--- config.mk ---
export PLATFORM = sky130hd
export DESIGN_NAME = apb_reg_slave_flat
export DESIGN_NICKNAME = d
export VERILOG_FILES = /design/src/rtl/apb_reg_slave_if.sv /design/src/rtl/apb_reg_slave.sv /design/src/flat_wrapper.sv
export SDC_FILE = /design/constraint.sdc
export NUM_CORES = 1
export LEC_CHECK = 0
export CAP_MARGIN = 20
export CORE_MARGIN = 2
export CORE_UTILIZATION = 35
export DETAILED_ROUTE_END_ITERATION = 10
export GPL_TIMING_DRIVEN = 0
export PLACE_DENSITY_LB_ADDON = 0.1
export SYNTH_ARGS = -nofsm -noshare
export SYNTH_HDL_FRONTEND = slang
export SYNTH_SLANG_ARGS = --single-unit
--- constraint.sdc ---
create_clock -name pclk -period 5.5 [get_ports pclk]
set_input_delay 0.55 -clock pclk [delete_from_list [all_inputs] [get_ports pclk]]
set_output_delay 0.55 -clock pclk [all_outputs]
set_load 0.01 [all_outputs]
--- src/rtl/apb_reg_slave_if.sv ---
// APB completer-side bus bundle: the select/enable/address/data signals from the
// master and the ready/error/read-data response from the completer.
interface apb_reg_slave_if;
  logic        psel_i;
  logic        penable_i;
  logic [31:0] paddr_i;
  logic        pwrite_i;
  logic [31:0] pwdata_i;
  logic [31:0] prdata_o;
  logic        pready_o;
  logic        pslverr_o;

  modport slave (
    input  psel_i,
    input  penable_i,
    input  paddr_i,
    input  pwrite_i,
    input  pwdata_i,
    output prdata_o,
    output pready_o,
    output pslverr_o
  );

  modport master (
    output psel_i,
    output penable_i,
    output paddr_i,
    output pwrite_i,
    output pwdata_i,
    input  prdata_o,
    input  pready_o,
    input  pslverr_o
  );
endinterface

--- src/rtl/apb_reg_slave.sv ---
// APB completer with a small bank of 32-bit registers, programmable wait states
// and an error response on decode misses. Exposes register 0 and a transfer counter.
module apb_reg_slave #(
  parameter logic [31:0] BASE_ADDR   = 32'hA000,
  parameter int          NUM_REGS    = 4,
  parameter int          WAIT_CYCLES = 1
) (
  input  logic                  pclk,
  input  logic                  preset,
  apb_reg_slave_if.slave        bus,
  output logic [31:0]           reg0_o,
  output logic [7:0]            txn_count_o
);

  typedef enum logic [1:0] {
    ST_IDLE,
    ST_WAIT,
    ST_DONE
  } state_t;

  localparam logic [3:0]  WAIT_INIT = 4'(WAIT_CYCLES);
  localparam logic [31:0] SPAN      = 32'(4 * NUM_REGS);
  localparam bit          HAS_WAIT  = (WAIT_CYCLES > 0);

  state_t      state;
  state_t      state_nxt;
  logic [3:0]  wait_cnt;
  logic [3:0]  wait_cnt_nxt;

  logic [31:0] regs [NUM_REGS];
  logic [31:0] offset;
  logic [3:0]  idx;
  logic        hit;
  logic        complete;
  logic [31:0] rd_sel;

  // Unsigned subtraction wraps addresses below the base to huge offsets, so the
  // explicit lower-bound compare and the span compare together bound the window.
  assign offset   = bus.paddr_i - BASE_ADDR;
  assign idx      = offset[5:2];
  assign hit      = (bus.paddr_i[1:0] == 2'b00) &&
                    (bus.paddr_i >= BASE_ADDR) &&
                    (offset < SPAN);
  assign complete = (state == ST_DONE) && bus.psel_i && bus.penable_i;

  always_ff @(posedge pclk or posedge preset) begin
    if (preset) begin
      state    <= ST_IDLE;
      wait_cnt <= 4'd0;
    end else begin
      state    <= state_nxt;
      wait_cnt <= wait_cnt_nxt;
    end
  end

  always_comb begin
    state_nxt    = state;
    wait_cnt_nxt = wait_cnt;
    case (state)
      ST_IDLE: begin
        if (bus.psel_i) begin
          wait_cnt_nxt = WAIT_INIT;
          state_nxt    = HAS_WAIT ? ST_WAIT : ST_DONE;
        end
      end
      ST_WAIT: begin
        if (!bus.psel_i) begin
          state_nxt = ST_IDLE;
        end else if (wait_cnt == 4'd1) begin
          state_nxt = ST_DONE;
        end else begin
          wait_cnt_nxt = wait_cnt - 4'd1;
        end
      end
      ST_DONE: begin
        if (!bus.psel_i || bus.penable_i) begin
          state_nxt = ST_IDLE;
        end
      end
      default: state_nxt = ST_IDLE;
    endcase
  end

  always_ff @(posedge pclk or posedge preset) begin
    if (preset) begin
      for (int k = 0; k < NUM_REGS; k++) begin
        regs[k] <= 32'd0;
      end
    end else begin
      for (int k = 0; k < NUM_REGS; k++) begin
        if (complete && bus.pwrite_i && hit && (idx == 4'(k))) begin
          regs[k] <= bus.pwdata_i;
        end
      end
    end
  end

  always_ff @(posedge pclk or posedge preset) begin
    if (preset) begin
      txn_count_o <= 8'd0;
    end else if (complete) begin
      txn_count_o <= txn_count_o + 8'd1;
    end
  end

  // Response outputs are zero outside the completion cycle, so the read mux can be
  // computed freely and gated at the end.
  always_comb begin
    rd_sel = 32'd0;
    for (int k = 0; k < NUM_REGS; k++) begin
      if (idx == 4'(k)) begin
        rd_sel = regs[k];
      end
    end
  end

  assign bus.pready_o  = complete;
  assign bus.pslverr_o = complete && !hit;
  assign bus.prdata_o  = (complete && hit && !bus.pwrite_i) ? rd_sel : 32'd0;
  assign reg0_o        = regs[0];

endmodule

--- src/flat_wrapper.sv ---
// flat-port wrapper written by rule: the top's interface ports become plain ports
module apb_reg_slave_flat 
#(
  parameter logic [31:0] BASE_ADDR   = 32'hA000,
  parameter int          NUM_REGS    = 4,
  parameter int          WAIT_CYCLES = 1
)
  (pclk, preset, reg0_o, txn_count_o, bus_psel_i, bus_penable_i, bus_paddr_i, bus_pwrite_i, bus_pwdata_i, bus_prdata_o, bus_pready_o, bus_pslverr_o);
  apb_reg_slave_if bus_i ();
  input  logic pclk;
  input  logic preset;
  output logic [31:0] reg0_o;
  output logic [7:0] txn_count_o;
  input wire logic [$bits(bus_i.psel_i)-1:0] bus_psel_i;
  input wire logic [$bits(bus_i.penable_i)-1:0] bus_penable_i;
  input wire logic [$bits(bus_i.paddr_i)-1:0] bus_paddr_i;
  input wire logic [$bits(bus_i.pwrite_i)-1:0] bus_pwrite_i;
  input wire logic [$bits(bus_i.pwdata_i)-1:0] bus_pwdata_i;
  output wire logic [$bits(bus_i.prdata_o)-1:0] bus_prdata_o;
  output wire logic [$bits(bus_i.pready_o)-1:0] bus_pready_o;
  output wire logic [$bits(bus_i.pslverr_o)-1:0] bus_pslverr_o;
  assign bus_i.psel_i = bus_psel_i;
  assign bus_i.penable_i = bus_penable_i;
  assign bus_i.paddr_i = bus_paddr_i;
  assign bus_i.pwrite_i = bus_pwrite_i;
  assign bus_i.pwdata_i = bus_pwdata_i;
  assign bus_prdata_o = bus_i.prdata_o;
  assign bus_pready_o = bus_i.pready_o;
  assign bus_pslverr_o = bus_i.pslverr_o;
  apb_reg_slave #(.BASE_ADDR(BASE_ADDR), .NUM_REGS(NUM_REGS), .WAIT_CYCLES(WAIT_CYCLES)) u_core (.pclk(pclk), .preset(preset), .bus(bus_i), .reg0_o(reg0_o), .txn_count_o(txn_count_o));
endmodule
---- After elaboration in Yosys (flattened, before gate mapping) ----
Cells that the tools add are included.
operators by class
  reduce and logical (&&, ||, !) cells .... 23
  add/subtract/negate cells ............... 3
  muxes and demuxes ....................... 14
  equality and inequality tests ........... 11
  $lt $le $gt $ge ......................... 2
operator list
  operator                                                      count
  two-way mux 32 bit                                            5
  >= comparator 32 x 16 -> 1 bit (second input constant)        1
  less-than comparator 32 x 5 -> 1 bit (second input constant)  1
  subtractor 32 x 16 -> 32 bit (second input constant)          1
  logical AND 1 bit                                             13
  two-way mux 4 bit                                             3
  adder 8 x 1 -> 8 bit (second input constant)                  1
  == test 4 x 1 -> 1 bit (second input constant)                2
  == test 4 x 2 -> 1 bit (second input constant)                2
  two-way mux 2 bit                                             4
  != test 2 bit (second input constant)                         4
  one-hot mux 4 bit (2 select lines)                            1
  one-hot mux 2 bit (3 select lines)                            1
  zero test 2 bit                                               2
  zero test 4 bit                                               1
  AND reduction 4 bit                                           1
  subtractor 4 x 1 -> 4 bit (second input constant)             1
  zero test 1 bit                                               3
  != test 3 x 2 -> 1 bit (second input constant)                1
  AND reduction 3 bit                                           1
  == test 2 x 1 -> 1 bit (second input constant)                1
  == test 2 bit (second input constant)                         1
  nonzero test 2 bit                                            1
  logical OR 1 bit                                              1
word-level totals
  input port bits ......................... 69
  word-level logic and storage cells ...... 60
  output and inout bits ................... 74
  register bits after elaboration ......... 142

---- Depth between registers and ports, before layout ----
Gate-level depths: netlist of the first run.
  depth after elaboration ................. 7
  mapped depth ............................ 9
  gate-level depth less buffers ........... 8

---- Least setup slack after synthesis of the first run ----
Ideal clock, no wire load.
  path kind ............................... in2out
  from .................................... input bus_paddr_i[13]
  to ...................................... output bus_prdata_o[30]
  setup slack ............................. 2132 ps
  stages on the path ...................... 9
  required time ........................... 4950 ps
  arrival time ............................ 2818 ps
  cell sequence ........................... inv_1 -> ha_1 -> nor2b_1 -> o21ai_0 -> a211o_1 -> a2111oi_0 -> nand4_1 -> clkbuf_1 -> a211oi_1
between the ends
  word-level cells in the longest chain between the ends .. 6
  elaborated cells on any way between the ends .. 8
RTL lines
  what                                                                            RTL line                                  RTL
  start, declared                                                                 flat_wrapper.sv:16                        input wire logic [$bits(bus_i.paddr_i)-1:0] bus_paddr_i;
  subtractor 32 x 16 -> 32 bit or >= comparator 32 x 16 -> 1 bit (tied branches)  apb_reg_slave.sv:39, apb_reg_slave.sv:42
  less-than comparator 32 x 5 -> 1 bit or logical AND 1 bit (tied branches)       apb_reg_slave.sv:43, apb_reg_slave.sv:41
  logical AND 1 bit *                                                             apb_reg_slave.sv:42                       (bus.paddr_i >= BASE_ADDR) &&
  logical AND 1 bit * (2 in a row)                                                apb_reg_slave.sv:119                      assign bus.prdata_o = (complete && hit && !bus.pwrite_i) ? rd_sel : 32'd0;
  two-way mux 32 bit *                                                            apb_reg_slave.sv:119
  end, declared                                                                   flat_wrapper.sv:19                        output wire logic [$bits(bus_i.prdata_o)-1:0] bus_prdata_o;
Mark *: on every way between the ends. The rest lies on a longest branch, timed or not.

---- Worst setup path in the final report of the first run ----
Ends and elaborated chain as after synthesis.

==> results.py, run 1 <==
metrics = {
    "timing": {
        "fin_crit_sh_pct": 89.6,
        "rsz0062_at_grt": "false",
        "fin_skew_ns": 0.00495,
        "slew_violations": 0,
        "setup_slack_ns": 0.572,
        "whs_ns": 0.477,
        "hold_violations": 0,
        "setup-violations-final": 0,
        "fmax_mhz": 203,
        "period_needed_ns": 4.93,
        "relSlewSlack_pct": 37.4,
        "tightestPinTransition_ns": 0.939,
    },
    "synth": {
        "synth-seq-cells": 142,
        "yosysUniqueCellTypes": 42,
        "ys_top_cells_by_area": "dfrtp_1, mux2_1, mux4_2",
        "synth_top_flop_cell": "dfrtp_1",
        "synth_area_mm2": 0.00700,
        "synth_top_area_share_pct": 50.8,
        "synth_area_per_cell_um2": 12.8,
        "yosys_warnings": 0,
        "synthesis.nets": 620,
        "synth_top_area_cell": "dfrtp_1",
        "synth_edf_count": 0,
        "syn_inst": 547,
        "ys_seq_area_share_pct": 50.8,
        "async_flop_share_pct": 100,
    },
    "floorplan": {
        "std_cell_rows": 51,
        "die_width_um": 145,
        "fp.coreArea_mm2": 0.0195,
        "chipHeight_um": 145,
        "die-area_mm2": 0.0211,
        "io_pins": 143,
        "initial_core_util_pct": 35.8,
    },
    "routing": {
        "ant_nets": 0,
        "drc": 0,
        "drt_iter0_markers": 224,
        "dr.pass1.iters": 4,
        "vias": 4922,
        "wire_per_inst_um": 18.0,
        "routed_wl_um": 17800,
        "viasPerCell": 4.99,
    },
    "worst_setup_path": {
        "critPathLaunchType": "input port",
        "reg2reg_slack_ns": 2.69,
        "critPathSlowestCell": "a2111oi_0",
        "worst_setup_path_end_kind": "output port",
        "required_ns": 4.95,
        "cp_common_cell": "clkdlybuf4s50_1",
        "crit_fanout": 10,
        "reg2reg_from": "u_core.state[0]",
        "crit_start": "bus_paddr_i[13]",
        "reg2reg_to": "u_core.regs[44]",
        "max_stage_delay_ns": 0.62,
        "cp_data_arrival_time_ns": 4.38,
        "path_cells": "clkdlybuf4s50_1, inv_1, ha_1, nor2b_1, o21ai_0, a211o_1, a2111oi_0, nand4_1, clkbuf_1, a211oi_1, clkdlybuf4s50_1",
        "critPathKind": "in -> out",
        "ff2ff_path_depth": 7,
    },
    "clocking": {
        "clk_latency_ns": 0.41,
        "clockRootBuffer": "clkbuf_16",
        "cts_buffers": 17,
        "cts.sinks": 142,
        "clk_pin_slew_ns": 0.05,
        "cts_max_path_buffers": 2,
        "ctsHtreeMaxLevel": 4,
        "cts_tree": "built",
    },
    "outcome": {
        "status": "completed",
    },
    "placement": {
        "place_area_mm2": 0.00877,
        "io_buffers": 141,
        "gp_congestion": 0.745,
        "numPlacedInstances": 954,
        "place_ws_ns": -0.0156,
        "dp_hpwl_um": 12800,
    },
    "power_and_ir_drop": {
        "p_leak_nw": 4.37,
        "p_switching_mw": 0.514,
        "sw_frac_of_total_pct": 21.5,
        "p_int_mw": 1.88,
        "p_per_area_mw_per_mm2": 256,
        "power.share.sequential_pct": 44.6,
        "ir_worst_vdd_mv": 0.228,
        "p_total_mw": 2.40,
        "p_clk_share_pct": 48.2,
        "combPwrFrac_pct": 7.2,
    },
    "global_routing": {
        "grt_max_degree": 84,
        "grt_pass1_vias": 5237,
        "antenna_found_initial": 1,
        "overflow": 0,
        "track_usage_pct": 17.4,
        "grt_pass1_wl_um": 28700,
    },
    "cells_and_area": {
        "antenna_cells": 0,
        "fin_area_mm2": 0.00937,
        "fin_cells": 986,
        "area_growth_syn_to_layout_pct": 33.9,
        "num-nets-final": 782,
        "fill_cells": 1799,
        "drive_gt1_share_pct": 14.0,
    },
    "job": {
        "drv_cap": 0,
    },
    "worst_hold_path": {
        "hold_path_class": "reg -> reg",
        "hold_depth": 1,
        "min-delay-start": "u_core.txn_count_o[7]",
        "holdPathEnd": "u_core.txn_count_o[7]",
    },
}
critical path, delay by kind of cell:
kind | cells | cell delay (ns)
fa+ha+maj | 1 | 0.26
compound gates | 4 | 1.48
simple gates | 2 | 0.52
buf+inv | 4 | 1.57
layout by cell type (no fill, tap or decap), types with 3 or more instances in the layout:
| cell type | count |
|---|---|
| nor3_1 | 4 |
| nor2_1 | 27 |
| nor3b_1 | 4 |
| clkbuf_16 | 17 |
| nor2b_1 | 22 |
| inv_1 | 5 |
| mux2_2 | 8 |
| buf_4 | 33 |
| mux4_2 | 17 |
| a21oi_1 | 3 |
| nand4_1 | 11 |
| nand2_1 | 25 |
| clkdlybuf4s50_1 | 141 |
| dfrtp_1 | 142 |
| clkinv_2 | 4 |
| clkbuf_1 | 17 |
| a22oi_1 | 14 |
| mux2i_1 | 14 |
| mux2_1 | 120 |
| xor2_1 | 4 |
| buf_2 | 11 |
| ha_1 | 4 |
| xnor2_1 | 6 |
| a31oi_1 | 3 |
| bufinv_16 | 3 |
| o21ai_1 | 3 |
| nor4b_1 | 5 |
| o21ai_0 | 19 |
| clkbuf_8 | 3 |
| and3_1 | 4 |
| nor4_1 | 5 |
cells in the mapped netlist, types with 2 or more instances:
library cell,count
and3_1,4
a21oi_1,3
o31a_1,2
clkbuf_1,13
nor2_1,27
o21ai_0,19
mux2_2,8
nand4_1,11
a31oi_1,3
ha_1,4
mux2_1,120
o21ai_1,3
a211oi_1,2
buf_4,32
nand3_1,2
nor3b_1,4
nor3_1,4
inv_1,6
buf_2,11
xnor2_1,6
buf_1,2
mux4_2,17
nor2b_1,22
nand3b_1,2
nor4b_1,5
nand2_1,25
mux2i_1,14
xor2_1,4
nor4_1,5
a22oi_1,14
dfrtp_1,142
metrics by stage:
step | setup TNS, ns | utilization (%)
after floorplan | 0 | -
after global placement | -124.95 | 44.8
after detailed placement | -0.0156 | 44.9
after CTS | 0 | 48.0
after global routing | 0 | 48.0
final | 0 | 48.0
per-layer routing:
layer / wire [um] / global-route usage, % / part of all wire (%) / vias to the layer above
li1: - / - / - / 2276
met1: 8220 / 22.8 / 46 / 2529
met2: 8580 / 28.6 / 48 / 97
met3: 752 / 4.73 / 4.2 / 18
met4: 212 / 4.61 / 1.2 / 2
met5: 11 / 0 / 0.062 / -
power groups by stage:
stage | clock [mW] | combinational, mW | sequential [mW]
3_3_place_gp | 0 | 0.168 | 1.09
5_1_grt | 1.23 | 0.189 | 1.07
2_1_floorplan | 0 | 0.0643 | 1.09
4_1_cts | 1.18 | 0.175 | 1.07
3_5_place_dp | 0 | 0.175 | 1.09
6_report | 1.16 | 0.172 | 1.07
cells by family after synthesis:
family	synth area share, %
compound gates	4.99
xor+xnor	1.25
fa+ha+maj	0.715
buf+inv	5.35
flops	50.8
mux	28.1
simple gates	8.85
how the worst max path moves through the flow:
| stage | endpoint | slack (ns) | cells after the start |
|---|---|---|---|
| floorplan | u_core.reg0_o[0] | 1.14 | 1 |
| global placement | u_core.txn_count_o[7] | -0.89 | 2 |
| detailed placement | bus_prdata_o[30] | -0.02 | 11 |
| CTS | bus_prdata_o[30] | 0.53 | 11 |
| global route | bus_prdata_o[30] | 0.27 | 11 |
| finish | bus_prdata_o[30] | 0.57 | 11 |
flip-flops by register name, indices dropped and copies added (netlist names):
signal	count
u_core.reg0_o	32
u_core.regs	96
u_core.state	2
u_core.txn_count_o	8
u_core.wait_cnt	4
timing repair:
item | in CTS | in global routing
setup buffers | 1 | 0
setup endpoints to repair | 1 | 0
hold buffers | 0 | 0
resized for setup | 0 | 0
layout make-up:
| cell class | instances | area (um^2) | area share, % |
|---|---|---|---|
| repair buffers | 143 | 1450 | 15.4 |
| well taps | 265 | 332 | 3.54 |
| multi-input cells | 341 | 3070 | 32.8 |
| flip-flops and latches | 142 | 3550 | 37.9 |
| clock inverters | 7 | 110 | 1.17 |
| inverters | 6 | 27.5 | 0.294 |
| plain buffers | 58 | 352 | 3.75 |
| clock buffers | 24 | 482 | 5.14 |
Note: power is estimated with default switching activity, not from simulation.
==> inputs of run 2 (changes only) <==
--- a/config.mk
+++ b/config.mk
@@ -5,7 +5,7 @@
 export SDC_FILE = /design/constraint.sdc
 export NUM_CORES = 1
 export LEC_CHECK = 0
-export CAP_MARGIN = 20
+export CAP_MARGIN = 25
 export CORE_MARGIN = 2
 export CORE_UTILIZATION = 35
 export DETAILED_ROUTE_END_ITERATION = 10
==> results.py, run 2 (synthesis gave the netlist of run 1 again) <==
metrics = {
    "timing": {
        "relSlewSlack_pct": 39.1,
        "rsz0062_at_grt": "false",
        "hold_violations": 0,
        "fin_crit_sh_pct": 89.5,
        "slew_violations": 0,
        "fmax_mhz": 203,
        "period_needed_ns": 4.92,
        "setup-violations-final": 0,
        "whs_ns": 0.477,
        "tightestPinTransition_ns": 0.914,
        "fin_skew_ns": 0.00507,
    },
    "clocking": {
        "clockRootBuffer": "clkbuf_16",
        "cts_max_path_buffers": 2,
        "cts_buffers": 17,
        "cts_resized": 0,
        "holdBufCountCts": 0,
        "ctsHtreeMaxLevel": 4,
        "cts.sinks": 142,
        "clk_latency_ns": 0.42,
        "cts_setup_buffers": 1,
        "clk_pin_slew_ns": 0.05,
        "cts_tree": "built",
    },
    "worst_setup_path": {
        "critPathLaunchType": "input port",
        "cp_data_arrival_time_ns": 4.37,
        "required_ns": 4.95,
        "worst_setup_path_end_kind": "output port",
        "critPathKind": "in -> out",
        "crit_fanout": 10,
    },
    "global_routing": {
        "grt_pass1_wl_um": 28700,
        "track_usage_pct": 17.4,
        "antenna_found_initial": 1,
        "grt_pass1_vias": 5237,
        "overflow": 0,
        "grt_max_degree": 84,
    },
    "cells_and_area": {
        "largest_register_ffs": 96,
        "mostFrequentLayoutCell": "dfrtp_1",
        "regMostFlops": "u_core.regs",
        "finish.utilization_pct": 48.1,
        "final_cell_mix": "dfrtp_1, clkdlybuf4s50_1, mux2_1, buf_4, nor2_1",
        "area_growth_syn_to_layout_pct": 34.1,
        "drive_gt1_share_pct": 14.1,
        "regArea_mm2": 0.00355,
        "multi_input_comb_area_mm2": 0.00307,
        "fill_cells": 1798,
        "antenna_cells": 0,
        "num-nets-final": 783,
    },
    "floorplan": {
        "std_cell_rows": 51,
        "die-area_mm2": 0.0211,
        "fp.coreArea_mm2": 0.0195,
        "die_width_um": 145,
        "chipHeight_um": 145,
        "initial_core_util_pct": 35.8,
        "io_pins": 143,
    },
    "placement": {
        "dp_hpwl_um": 12800,
        "gp_congestion": 0.745,
        "io_buffers": 141,
    },
    "routing": {
        "vias": 4914,
        "drt_iter0_markers": 224,
        "viasPerCell": 4.98,
        "dr.pass1.iters": 5,
        "routed_wl_um": 17800,
        "drc": 0,
        "ant_nets": 0,
        "wire_per_inst_um": 18.0,
    },
    "worst_hold_path": {
        "hold_path_class": "reg -> reg",
    },
    "power_and_ir_drop": {
        "p_leak_nw": 4.38,
        "p_total_mw": 2.40,
        "p_per_area_mw_per_mm2": 256,
        "ir_worst_vdd_mv": 0.229,
    },
    "job": {
        "drv_cap": 0,
    },
    "outcome": {
        "status": "completed",
    },
}
## run 2: metrics by stage
step | cells | instance area (um^2) | setup TNS, ns | setup slack, ns
after floorplan | 547 | 7000 | 0 | 1.14
after global placement | 953 | 8740 | -124.95 | -0.889
after detailed placement | 954 | 8770 | -0.0156 | -0.0156
after CTS | 986 | 9370 | 0 | 0.525
after global routing | 987 | 9390 | 0 | 0.268
final | 987 | 9390 | 0 | 0.578
## run 2: report_power, final
part / leakage [nW] / internal (mW) / switching [mW] / total, mW
combinational: 2.11 / 0.0850 / 0.0885 / 0.174
clock: 0.294 / 0.744 / 0.415 / 1.16
sequential: 1.97 / 1.06 / 0.0132 / 1.07
total: 4.38 / 1.88 / 0.517 / 2.40
## run 2: critical path, cell delays in order
cell	delay, ns
clkdlybuf4s50_1	0.54
inv_1	0.06
ha_1	0.26
nor2b_1	0.25
o21ai_0	0.11
a211o_1	0.34
a2111oi_0	0.62
nand4_1	0.26
clkbuf_1	0.35
a211oi_1	0.40
clkdlybuf4s50_1	0.62
## run 2: worst paths after layout
check / startpoint / to / slack (ns) / cells past startpoint
max in group asynchronous: preset / u_core.regs[15] / 4.08 / 3
hold / removal: u_core.txn_count_o[7] / u_core.txn_count_o[7] / 0.48 / 1
setup / recovery: bus_paddr_i[13] / bus_prdata_o[30] / 0.58 / 11
min in group asynchronous: preset / u_core.regs[70] / 0.66 / 2
setup reg to reg: u_core.state[0] / u_core.regs[37] / 2.67 / 7
hold reg to reg: u_core.txn_count_o[7] / u_core.txn_count_o[7] / 0.48 / 1
## run 2: layout make-up
type / instances / area share [%]
sequential: 142 / 37.9
clock inverter: 7 / 1.17
buffer: 58 / 3.75
timing repair buffer: 144 / 15.6
clock buffer: 24 / 5.13
inverter: 6 / 0.293
multi-input combinational: 341 / 32.7
tap: 265 / 3.53
## run 2: layer usage
| metal | global-route usage [%] | share of wire (%) | up-vias |
|---|---|---|---|
| met2 | 28.6 | 48 | 101 |
| li1 | - | - | 2279 |
| met5 | 0 | 0.062 | - |
| met1 | 22.8 | 46 | 2513 |
| met4 | 4.61 | 1.3 | 2 |
| met3 | 4.73 | 3.9 | 19 |
